$ cat src/rtl/uart_pkg.sv
// rtl/uart_pkg.sv - shared UART constants, FSM state type and baud divisor helper
package uart_pkg;

  localparam int DATA_BITS          = 8;
  localparam int CLK_FREQ_DEF       = 100_000_000;
  localparam int BAUD_DEF           = 9600;
  localparam int OVERSAMPLE_DEF     = 16;

  typedef enum logic [1:0] {
    IDLE  = 2'd0,
    START = 2'd1,
    DATA  = 2'd2,
    STOP  = 2'd3
  } uart_state_e;

  // Clocks per oversample tick, rounded to nearest.
  function automatic int calc_div(input int clk_freq, input int baud, input int oversample);
    int rate;
    rate = baud * oversample;
    return (clk_freq + rate / 2) / rate;
  endfunction

endpackage

$ cat src/rtl/baud_tick_gen.sv
// rtl/baud_tick_gen.sv - free-running oversample tick generator
module baud_tick_gen
  import uart_pkg::*;
#(
  parameter int CLK_FREQ   = CLK_FREQ_DEF,
  parameter int BAUD       = BAUD_DEF,
  parameter int OVERSAMPLE = OVERSAMPLE_DEF
) (
  input  logic clk,
  input  logic reset,
  output logic tick
);

  localparam int DIV = calc_div(CLK_FREQ, BAUD, OVERSAMPLE);
  localparam int CW  = (DIV > 1) ? $clog2(DIV) : 1;
  localparam logic [CW-1:0] LAST = CW'(DIV - 1);

  logic [CW-1:0] cnt_q, cnt_d;
  logic          tick_q, tick_d;

  // Count 0..DIV-1 and wrap, flagging the wrap as a one-clock tick.
  always_comb begin
    tick_d = (cnt_q == LAST);
    cnt_d  = tick_d ? '0 : cnt_q + 1'b1;
  end

  // Divider state register.
  always_ff @(posedge clk or posedge reset) begin
    if (reset) begin
      cnt_q  <= '0;
      tick_q <= 1'b0;
    end else begin
      cnt_q  <= cnt_d;
      tick_q <= tick_d;
    end
  end

  assign tick = tick_q;

endmodule

$ cat src/rtl/uart_receiver.sv
// rtl/uart_receiver.sv - oversampling 8N1 UART receiver with framing error detection
module uart_receiver
  import uart_pkg::*;
#(
  parameter int CLK_FREQ   = CLK_FREQ_DEF,
  parameter int BAUD       = BAUD_DEF,
  parameter int OVERSAMPLE = OVERSAMPLE_DEF
) (
  input  logic       clk,
  input  logic       reset,
  input  logic       rx,
  output logic [7:0] rx_data,
  output logic       rx_done,
  output logic       rx_err,
  output logic       rx_busy
);

  localparam int TW = $clog2(OVERSAMPLE);
  localparam int BW = $clog2(DATA_BITS);
  localparam logic [TW-1:0] HALF_LAST = TW'(OVERSAMPLE / 2 - 1);
  localparam logic [TW-1:0] FULL_LAST = TW'(OVERSAMPLE - 1);
  localparam logic [BW-1:0] BIT_LAST  = BW'(DATA_BITS - 1);

  logic tick;

  baud_tick_gen #(
    .CLK_FREQ  (CLK_FREQ),
    .BAUD      (BAUD),
    .OVERSAMPLE(OVERSAMPLE)
  ) u_tick (
    .clk  (clk),
    .reset(reset),
    .tick (tick)
  );

  logic sync1_q, sync2_q, prev_q;
  logic fall;

  uart_state_e          state_q, state_d;
  logic [TW-1:0]        tick_cnt_q, tick_cnt_d;
  logic [BW-1:0]        bit_cnt_q, bit_cnt_d;
  logic [DATA_BITS-1:0] shift_q, shift_d;
  logic [7:0]           rx_data_q, rx_data_d;
  logic                 done_q, done_d;
  logic                 err_q, err_d;

  // Two-flop synchronizer plus edge-history flop; preset high so reset looks like an idle line.
  always_ff @(posedge clk or posedge reset) begin
    if (reset) begin
      sync1_q <= 1'b1;
      sync2_q <= 1'b1;
      prev_q  <= 1'b1;
    end else begin
      sync1_q <= rx;
      sync2_q <= sync1_q;
      prev_q  <= sync2_q;
    end
  end

  assign fall = prev_q & ~sync2_q;

  // Frame FSM: next state, counters, shift register and one-clock result pulses.
  always_comb begin
    state_d    = state_q;
    tick_cnt_d = tick_cnt_q;
    bit_cnt_d  = bit_cnt_q;
    shift_d    = shift_q;
    rx_data_d  = rx_data_q;
    done_d     = 1'b0;
    err_d      = 1'b0;
    case (state_q)
      IDLE: begin
        if (fall) begin
          state_d    = START;
          tick_cnt_d = '0;
        end
      end
      START: begin
        if (tick) begin
          if (tick_cnt_q == HALF_LAST) begin
            tick_cnt_d = '0;
            bit_cnt_d  = '0;
            // A start bit that is high again at mid-bit was only a glitch.
            state_d    = sync2_q ? IDLE : DATA;
          end else begin
            tick_cnt_d = tick_cnt_q + 1'b1;
          end
        end
      end
      DATA: begin
        if (tick) begin
          if (tick_cnt_q == FULL_LAST) begin
            tick_cnt_d = '0;
            shift_d    = {sync2_q, shift_q[DATA_BITS-1:1]};
            if (bit_cnt_q == BIT_LAST) begin
              state_d = STOP;
            end else begin
              bit_cnt_d = bit_cnt_q + 1'b1;
            end
          end else begin
            tick_cnt_d = tick_cnt_q + 1'b1;
          end
        end
      end
      STOP: begin
        if (tick) begin
          if (tick_cnt_q == FULL_LAST) begin
            // Leave at stop-bit mid-point so a following start edge is not missed.
            state_d    = IDLE;
            tick_cnt_d = '0;
            if (sync2_q) begin
              rx_data_d = shift_q;
              done_d    = 1'b1;
            end else begin
              err_d = 1'b1;
            end
          end else begin
            tick_cnt_d = tick_cnt_q + 1'b1;
          end
        end
      end
      default: state_d = IDLE;
    endcase
  end

  // FSM and datapath registers.
  always_ff @(posedge clk or posedge reset) begin
    if (reset) begin
      state_q    <= IDLE;
      tick_cnt_q <= '0;
      bit_cnt_q  <= '0;
      shift_q    <= '0;
      rx_data_q  <= 8'h00;
      done_q     <= 1'b0;
      err_q      <= 1'b0;
    end else begin
      state_q    <= state_d;
      tick_cnt_q <= tick_cnt_d;
      bit_cnt_q  <= bit_cnt_d;
      shift_q    <= shift_d;
      rx_data_q  <= rx_data_d;
      done_q     <= done_d;
      err_q      <= err_d;
    end
  end

  assign rx_data = rx_data_q;
  assign rx_done = done_q;
  assign rx_err  = err_q;
  assign rx_busy = (state_q != IDLE);

endmodule

$ cat config.mk
export PLATFORM = sky130hd
export DESIGN_NAME = uart_receiver
export DESIGN_NICKNAME = d
export VERILOG_FILES = /design/src/rtl/uart_pkg.sv /design/src/rtl/baud_tick_gen.sv /design/src/rtl/uart_receiver.sv
export SDC_FILE = /design/constraint.sdc
export NUM_CORES = 1
export LEC_CHECK = 0
export BUFFER_PORTS_ARGS = -buffer_cell sky130_fd_sc_hd__buf_4
export CAP_MARGIN = 20
export CORE_MARGIN = 2
export CORE_UTILIZATION = 45
export CTS_CLUSTER_SIZE = 12
export DETAILED_ROUTE_END_ITERATION = 8
export GPL_TIMING_DRIVEN = 0
export HOLD_SLACK_MARGIN = 0.02
export SLEW_MARGIN = 30
export SYNTH_ARGS = -nofsm -noshare
export SYNTH_HDL_FRONTEND = slang
export SYNTH_HIERARCHICAL = 1
export SYNTH_SLANG_ARGS = --single-unit
$ cat constraint.sdc
create_clock -name clk -period 2.6 [get_ports clk]
set_input_delay 0.13 -clock clk [delete_from_list [all_inputs] [get_ports clk]]
set_output_delay 0.13 -clock clk [all_outputs]
set_load 0.05 [all_outputs]
==> results of run 1 <==
-- sequential cells by signal, summed over array words and instances (netlist names), named ones only --
signal        cells
state_q           1
tick_cnt_q        4
prev_q            1
u_tick/tick       1
rx_data           8
u_tick/cnt_q     10
rx_err            1
shift_q           8
sync2_q           1
bit_cnt_q         3
sync1_q           1
rx_done           1
-- final cells by class --
class,count,area share
buffer,3,0.01204
clock buffer,5,0.03154
clock inverter,2,0.01606
inverter,5,0.008601
multi-input combinational,94,0.3773
sequential,41,0.4719
tap,50,0.02867
timing repair buffer,15,0.05390
-- where the power goes --
part | internal (µW) | total, µW | switching (µW)
Clock | 279 | 488 | 209
Sequential | 644 | 651 | 6.65
Combinational | 23.8 | 65.6 | 41.8
-- cell usage after synthesis (2+ instances only) --
cell / instances / area (µm²)
sky130_fd_sc_hd__dfstp_2: 3 / 78.83
sky130_fd_sc_hd__nor3_4: 2 / 32.53
sky130_fd_sc_hd__nor3b_1: 2 / 15.01
sky130_fd_sc_hd__nand3_1: 8 / 40.04
sky130_fd_sc_hd__ha_1: 5 / 62.56
sky130_fd_sc_hd__nand2_1: 6 / 22.52
sky130_fd_sc_hd__a21oi_2: 2 / 17.52
sky130_fd_sc_hd__a21oi_1: 2 / 10.01
sky130_fd_sc_hd__dfrtp_1: 38 / 950.9
sky130_fd_sc_hd__nand4bb_1: 2 / 22.52
sky130_fd_sc_hd__mux2_2: 20 / 225.2
sky130_fd_sc_hd__xnor2_1: 5 / 43.79
sky130_fd_sc_hd__o21ai_0: 2 / 10.01
sky130_fd_sc_hd__inv_1: 5 / 18.77
sky130_fd_sc_hd__nor2_1: 7 / 26.28
sky130_fd_sc_hd__and3b_1: 2 / 17.52
-- worst reg2reg max path, cell delays in order, from the launching register on --
cell,delay [ns]
sky130_fd_sc_hd__dfrtp_1,0.38
sky130_fd_sc_hd__ha_1,0.29
sky130_fd_sc_hd__nand3_1,0.18
sky130_fd_sc_hd__nor3_4,0.38
sky130_fd_sc_hd__mux2_2,0.38
-- through the flow --
stage          setup WS (ns)  power [µW]  area [µm²]
2_1_floorplan          1.031       710.8        1898
3_3_place_gp          0.8820       725.9        2058
3_5_place_dp          0.8709       728.0        2058
4_1_cts               0.8683        1219        2182
5_1_grt               0.7237        1262        2182
6_report              0.8746        1204        2182
-- how the worst max path moves through the flow --
stage,from,endpoint,slack (ns),depth (start not counted)
floorplan,state_q[0]$_DFFE_PP0P_,state_q[0]$_DFFE_PP0P_,1.03,5
detailed placement,tick_cnt_q[0]$_DFFE_PP0P_,shift_q[5]$_DFFE_PP0P_,0.87,4
CTS,tick_cnt_q[0]$_DFFE_PP0P_,shift_q[5]$_DFFE_PP0P_,0.87,4
finish,tick_cnt_q[0]$_DFFE_PP0P_,shift_q[6]$_DFFE_PP0P_,0.87,4
global route,tick_cnt_q[0]$_DFFE_PP0P_,shift_q[2]$_DFFE_PP0P_,0.72,4
global placement,tick_cnt_q[0]$_DFFE_PP0P_,shift_q[4]$_DFFE_PP0P_,0.88,4
-- logic make-up after synthesis --
family                   share of synthesized area
AND/OR/NAND/NOR                             0.1852
flip-flops                                  0.5425
AO/OA/AOI/OAI                              0.06923
buffers and inverters                      0.02373
multiplexers                                0.1187
XOR/XNOR                                   0.02769
adder cells (fa/ha/maj)                    0.03296
-- layer usage --
metal  part of all wire  up-vias  wire length (µm)
met5                  0        -                 0
met4              0.011        0                33
met3              0.028        4                87
met2               0.47       11              1477
met1               0.49      562              1527
li1                   -      561                 -
==> impl_metrics.ini, run 1 <==
[clocking]
cts_buffers = 5
ctsLongestPathBuffers = 2
number_of_setup_buffers_added_after_cts = 0
clkLatencyLatePin_ns = 0.29
clk_pin_slew_ns = 0.07
cts-htree-levels = 2
cts_stage_hold_buffer_count = 2
tritoncts = yes
cts_resized = 0
clock_sinks = 41
clock_tree.root_cell = sky130_fd_sc_hd__clkbuf_8

[power]
lkg_pwr_uw = 0.001021
vdd_drop_max_mv = 0.2615
cellPowerDensity_nw_per_um2 = 551.9

[grt]
grt_busiest_layer = met2
globalRouteMet1Util = 0.2052
grt_first_pass_wirelength_um = 5499
track_usage = 0.1605
grt_antenna_before_repair = 0
gr-total-overflow = 0
grt_pass1_vias = 1184
largest_net_degree_at_the_start_of_global_routing = 31
globalRouteMet2Util = 0.2536
groute.layer.met3.usage = 0.04870

[synth]
synth_enable_flop_cells = 0
netlist_instances = 143
synth.distinct_cells = 48
synth_async_sr_flop_share = 1.000
ys_seq_area_frac = 0.5425
syn-num-nets = 151
syn_area_um2 = 1898
synth-warning-count = 6
postSynthRegisterBits = 41
syn_avg_cell_area_um2 = 13.27
synth_top_flop_cell = sky130_fd_sc_hd__dfrtp_1

[timing]
hold_viol_final = 0
slew_headroom = 0.5831
post-route-min-period_ns = 1.725
hold_ws_ns = 0.3655
setup_viol_count_final = 0
worst_clock_skew_ns = 0.01405
maximum_clock_rate_mhz = 579.6
max_slew.worst_pin.slew_ns = 0.6245
fin_tns_setup_ns = 0
number_of_slew_limit_violations_in_the_final_report = 0
grt_setup_unrepaired = no
final_min_period_over_clock_period = 0.6636

[layout]
fillerInstances = 358
drive_gt1_frac = 0.3636
multi_input_comb_area_um2 = 823.3
layout.core_utilization = 0.5416
layout.nets = 173
regArea_um2 = 1030
most_frequent_standard_cell_in_the_layout_excluding_fill_and_tap_cells = sky130_fd_sc_hd__dfrtp_1
flow.area_growth_from_synthesis_pct = 14.96
diodes_inserted = 0
finalNonFillerCells = 215
layout.cells.most_common_list = sky130_fd_sc_hd__dfrtp_1 (38), sky130_fd_sc_hd__mux2_2 (20), sky130_fd_sc_hd__buf_4 (14)

[detailed_routing]
dr_total_vias = 1138
routed_wl_um = 3126
route.detailed.wl_per_inst_um = 14.54
number_of_remaining_drc_errors = 0
drt_pass1_iterations = 4
drt_first_iter_violations = 56
antenna_left = 0
vias_per_cell = 5.293

[critical_path]
timing.critical_path.max_delay_family = simple AND/OR/NAND/NOR gates
r2r-end = shift_q[6]$_DFFE_PP0P_
timing.critical_path.cells = ha_1, nand3_1, nor3_4, mux2_2
timing.reg2reg.worst_path_depth = 4
endpoint_kind = register
critical_path.n_buffers_inverters = 0
crit_path_start_kind = register
worstSetupPathType = reg2reg
worst_r2r_startpoint = tick_cnt_q[0]$_DFFE_PP0P_
crit_path_top_delay_cell = sky130_fd_sc_hd__dfrtp_1
max_stage_delay_ns = 0.38
regToRegSetupSlack_ns = 0.87
critPathMaxFanout = 8
worstPathRequired_ns = 2.77
worst-endpoint-arrival_ns = 1.89

[die]
floorplan.core_area_um2 = 4029
die_h_um = 68.95
die_footprint_um2 = 4753
boundaryPins = 14
initial_core_util = 0.4711
die_x_um = 68.95
placement_rows = 23

[place]
dpl.cell_count = 206
place.port_buffers = 13
hpwl_detailed_um = 2199
globalplace.congestion = 0.7757

[min_path]
hp-class = reg2reg
holdPathStages = 0
hp-start = sync1_q$_DFF_PP1_
min_delay_worst_endpoint = sync2_q$_DFF_PP1_

[run_status]
run_status = finished clean

[job]
drv.max_cap_violation_count = 0
Note: power is estimated with default switching activity, not from simulation.
==> run 2: changes to the inputs <==
Clock period 2.6 ns to 1.8 ns, I/O delays scaled along.
==> run 2 against run 1 <==
- routed wire length grew 1.0%
- non-clock buffer count grew 1
- sequential share of layout area decreased by 0.48 points
- combinational power grew 45%
- register-to-register slack worse by 0.73 ns
- final area rose by 1.0%
- via count increased by 1.1%
- clock skew hardly changed
- die area is the same
- critical path type unchanged
==> impl_metrics.ini, run 2 (synthesized netlist as in run 1, its figures left out) <==
[critical_path]
worstSetupPathType = reg2reg
path_depth = 5
regToRegSetupSlack_ns = 0.15
critical_path.n_buffers_inverters = 1
worst-endpoint-arrival_ns = 1.82
timing.reg2reg.worst_path_depth = 5
timing.critical_path.max_delay_family = simple AND/OR/NAND/NOR gates
setup.worst_path.start = tick_cnt_q[0]$_DFFE_PP0P_
critPathMaxFanout = 8
worst_r2r_startpoint = tick_cnt_q[0]$_DFFE_PP0P_
crit_path_top_delay_cell = sky130_fd_sc_hd__dfrtp_1
crit_path_start_kind = register
endpoint_kind = register
worstPathRequired_ns = 1.97
timing.critical_path.to = shift_q[1]$_DFFE_PP0P_
timing.critical_path.cells = ha_2, nand3_1, nor3_4, buf_12, mux2_2
r2r-end = shift_q[1]$_DFFE_PP0P_
max_stage_delay_ns = 0.39

[grt]
grt_antenna_before_repair = 0
largest_net_degree_at_the_start_of_global_routing = 31
gr-total-overflow = 0
grt_first_pass_wirelength_um = 5499
track_usage = 0.1605
grt_pass1_vias = 1184

[clocking]
clock_sinks = 41
clkLatencyLatePin_ns = 0.29
tritoncts = yes
cts_buffers = 5
cts-htree-levels = 2
clock_tree.root_cell = sky130_fd_sc_hd__clkbuf_8
ctsLongestPathBuffers = 2
clk_pin_slew_ns = 0.07

[detailed_routing]
route.detailed.wl_per_inst_um = 14.62
drt_first_iter_violations = 65
routed_wl_um = 3158
drt_pass1_iterations = 4
number_of_remaining_drc_errors = 0
antenna_left = 0
dr_total_vias = 1151
vias_per_cell = 5.329

[power]
lkg_pwr_uw = 0.001027
vdd_drop_max_mv = 0.3757
overall_power_uw = 1738
cellPowerDensity_nw_per_um2 = 788.5

[die]
die_h_um = 68.95
die_x_um = 68.95
initial_core_util = 0.4711
boundaryPins = 14
floorplan.core_area_um2 = 4029
placement_rows = 23
die_footprint_um2 = 4753

[place]
globalplace.congestion = 0.7757
place.port_buffers = 13
hpwl_detailed_um = 2199

[min_path]
hp-class = in2async

[timing]
final_min_period_over_clock_period = 0.9187
grt_setup_unrepaired = no
number_of_slew_limit_violations_in_the_final_report = 0
max_slew.worst_pin.slew_ns = 0.6225
slew_headroom = 0.5844
fin_tns_setup_ns = 0
hold_viol_final = 0
post-route-min-period_ns = 1.654
maximum_clock_rate_mhz = 604.7
setup_viol_count_final = 0
worst_clock_skew_ns = 0.01397

[layout]
registers.top_by_ff_count = u_tick/cnt_q
drive_gt1_frac = 0.3735
layout.nets = 174
diodes_inserted = 0
layout.cells.most_common_list = sky130_fd_sc_hd__dfrtp_1 (38), sky130_fd_sc_hd__mux2_2 (20), sky130_fd_sc_hd__buf_4 (14)
most_frequent_standard_cell_in_the_layout_excluding_fill_and_tap_cells = sky130_fd_sc_hd__dfrtp_1
flow.area_growth_from_synthesis_pct = 16.15
largest_register_ff_count = 10

[job]
drv.max_cap_violation_count = 0

[run_status]
run_status = finished clean
## run 2: timing repair
| item | 4_1_cts | 5_1_grt |
|---|---|---|
| hold buffers | 2 | 0 |
| setup endpoints to repair | 0 | 8 |
| endpoints found under the hold margin | 39 | 0 |
| resized for setup | 0 | 1 |
| setup buffers | 0 | 1 |
## run 2: layer usage
metal	up-vias	track usage	wire, µm
met5	-	0	0
met2	13	0.2536	1498
li1	565	-	-
met1	569	0.2052	1536
met3	4	0.04870	90
met4	0	0.06618	33
## run 2: cell type report
class                   instances  area [µm²]
fillers                       355        1824
flip-flops and latches         41        1030
multi-input cells              94       825.8
repair buffers                 16       137.6
clock buffers                   5       68.82
well taps                      50       62.56
clock inverters                 2       35.03
plain buffers                   3       26.28
inverters                       5       18.77
## run 2: power breakdown
group	internal (µW)	switching, µW
Sequential	930	9.27
Clock	403	301
Combinational	34.4	60.4
## run 2: metrics by stage
step | cells | util | area, µm² | hold WS, ns | setup slack, ns
CTS | 215 | 0.5416 | 2182 | 0.3655 | 0.06833
detailed placement | 206 | 0.5109 | 2058 | 0.1294 | 0.07086
global placement | 206 | 0.5109 | 2058 | 0.1121 | 0.08201
finish | 216 | 0.5472 | 2205 | 0.3633 | 0.1463
global route | 216 | 0.5472 | 2205 | 0.3631 | 0.04980
floorplan | 143 | - | 1898 | -0.05756 | 0.2310
## run 2: worst min path at each step
stage	depth (start not counted)	end
final	3	u_tick/cnt_q[7]$_DFF_PP0_
after global placement	2	u_tick/cnt_q[9]$_DFF_PP0_
after floorplan	1	u_tick/cnt_q[0]$_DFF_PP0_
after detailed placement	2	u_tick/cnt_q[9]$_DFF_PP0_
after global routing	0	sync2_q$_DFF_PP1_
after CTS	3	u_tick/cnt_q[5]$_DFF_PP0_
## run 2: worst min-delay path: stages
cell and delay [ns]:
sky130_fd_sc_hd__dlygate4sd3_1 0.53, sky130_fd_sc_hd__buf_4 0.14, sky130_fd_sc_hd__inv_1 0.31
==> run 3: changes to the inputs <==
Clock period 1.8 ns to 1.4 ns, I/O delays scaled along.
==> run 3 against run 2 <==
- the flow now finishes with violations (setup timing)
- clock-buffer cell count is 1 higher
- worst setup slack worse by 0.37 ns
- final area is 11% higher
- via count is 5.0% higher
- cell count is 4.6% higher
- sequential share of layout area is 4.6 points lower
- critical path depth is 1 lower
- clock skew is 0.0080 ns lower
- critical endpoint is now state_q[0]$_DFFE_PP0P_
- largest power group unchanged
==> impl_metrics.ini, run 3 (synthesized netlist as in run 1, its figures left out) <==
[timing]
max_slew.worst_pin.slew_ns = 0.6160
setup_viol_count_final = 26
final_min_period_over_clock_period = 1.162
maximum_clock_rate_mhz = 614.9
number_of_slew_limit_violations_in_the_final_report = 0
post-route-min-period_ns = 1.626
worst_clock_skew_ns = 0.005993
layout_setup_ws_ns = -0.2264
grt_setup_unrepaired = yes
slew_headroom = 0.5888
hold_viol_final = 0
hold_ws_ns = 0.3364

[clocking]
tritoncts = yes
clock_sinks = 41
cts_buffers = 5
cts-htree-levels = 2
ctsLongestPathBuffers = 2
clkLatencyLatePin_ns = 0.29
clock_tree.root_cell = sky130_fd_sc_hd__clkbuf_8
clk_pin_slew_ns = 0.08

[critical_path]
crit_path_top_delay_cell = sky130_fd_sc_hd__dfstp_2
timing.critical_path.cells = nor3b_1, a211oi_1, a21oi_1, or3_1
worstPathRequired_ns = 1.57
critPathMaxFanout = 7
worstSetupPathType = reg2reg
max_stage_delay_ns = 0.63
critical_path.n_buffers_inverters = 0
crit_path_start_kind = register
worst-endpoint-arrival_ns = 1.80
timing.critical_path.max_delay_family = flip-flops
endpoint_kind = register

[power]
seq_power_share = 0.516
lkg_pwr_uw = 0.001109
combPwrFrac = 0.064
cellPowerDensity_nw_per_um2 = 956.9
clockPowerShare = 0.420
swShare = 0.2166
internal_power_uw = 1837
vdd_drop_max_mv = 0.6757
power_switching_uw = 507.7

[detailed_routing]
routed_wl_um = 3437
drt_pass1_iterations = 4
drt_first_iter_violations = 82
route.detailed.wl_per_inst_um = 15.21
antenna_left = 0
number_of_remaining_drc_errors = 0
dr_total_vias = 1209
vias_per_cell = 5.350

[place]
dpl.cell_count = 206
pre_cts_ws_ns = -0.2558
placement.cell_area_um2 = 2118
hpwl_detailed_um = 2188
place.port_buffers = 13
globalplace.congestion = 0.7348

[layout]
final_cell_area_um2 = 2450
layout.cells.most_common_list = sky130_fd_sc_hd__dfrtp_1 (36), sky130_fd_sc_hd__buf_4 (19), sky130_fd_sc_hd__mux2_4 (11)
finalNonFillerCells = 226
flow.area_growth_from_synthesis_pct = 29.07
registers.top_by_ff_count = u_tick/cnt_q
most_frequent_standard_cell_in_the_layout_excluding_fill_and_tap_cells = sky130_fd_sc_hd__dfrtp_1
drive_gt1_frac = 0.4602
diodes_inserted = 0
largest_register_ff_count = 10
layout.nets = 183

[min_path]
hp-class = in2async

[job]
drv.max_cap_violation_count = 0

[grt]
grt_pass1_vias = 1178
grt_antenna_before_repair = 0
track_usage = 0.1616
gr-total-overflow = 0
grt_first_pass_wirelength_um = 5554
largest_net_degree_at_the_start_of_global_routing = 31

[die]
boundaryPins = 14
die_h_um = 68.95
die_x_um = 68.95
die_footprint_um2 = 4753
floorplan.core_area_um2 = 4029
placement_rows = 23
initial_core_util = 0.4711

[run_status]
run_status = finished, violations left
failed_checks = setup timing
run 3: power groups by stage:
stage	Clock, µW	Sequential, µW	Combinational, µW
global route	1060	1210	165
CTS	1010	1210	140
finish	984	1210	151
detailed placement	0	1230	129
floorplan	0	1230	102
global placement	0	1230	128
run 3: path summary, 6_finish.rpt:
check                      cells past startpoint              start  slack, ns                   endpoint
setup / recovery                               4  sync2_q$_DFF_PP1_      -0.23     state_q[0]$_DFFE_PP0P_
hold / removal                                 3              reset       0.34  u_tick/cnt_q[9]$_DFF_PP0_
setup reg to reg                               4  sync2_q$_DFF_PP1_      -0.23     state_q[0]$_DFFE_PP0P_
hold reg to reg                                0  sync1_q$_DFF_PP1_       0.36          sync2_q$_DFF_PP1_
max in group asynchronous                      3              reset       0.54     state_q[0]$_DFFE_PP0P_
min in group clk                               0  sync1_q$_DFF_PP1_       0.36          sync2_q$_DFF_PP1_
run 3: layer usage:
layer  part of all wire  track usage  routed length (µm)
met1               0.47       0.2128                1627
met2               0.48       0.2524                1640
met3              0.026      0.03409                  91
met4              0.023      0.08088                  78
met5                  0            0                   0
run 3: final cells by class:
cell class	instances	area, µm²
well taps	50	62.56
fillers	338	1579
clock inverters	2	37.54
repair buffers	25	225.2
plain buffers	3	37.54
flip-flops and latches	41	1032
clock buffers	6	82.58
inverters	5	18.77
multi-input cells	94	953.4
run 3: worst reg2reg max path, delay by kind of cell (launching register included):
family / cells / cell delay (ns)
flops: 1 / 0.63
simple gates: 2 / 0.47
compound gates: 2 / 0.41
run 3: per-stage QoR:
| stage | total power (µW) | util | TNS (ns) |
|---|---|---|---|
| floorplan | 1330 | - | -0.7740 |
| global placement | 1358 | 0.5258 | -3.784 |
| detailed placement | 1360 | 0.5258 | -4.452 |
| CTS | 2362 | 0.5848 | -1.742 |
| global route | 2436 | 0.6081 | -3.978 |
| finish | 2344 | 0.6081 | -1.928 |
run 3: what timing repair did:
action	in CTS	in global routing
pin swaps	3	3
hold endpoints to repair	39	0
hold buffers	2	0
setup buffers	9	1
setup endpoints to repair	26	30
resized for setup	2	20
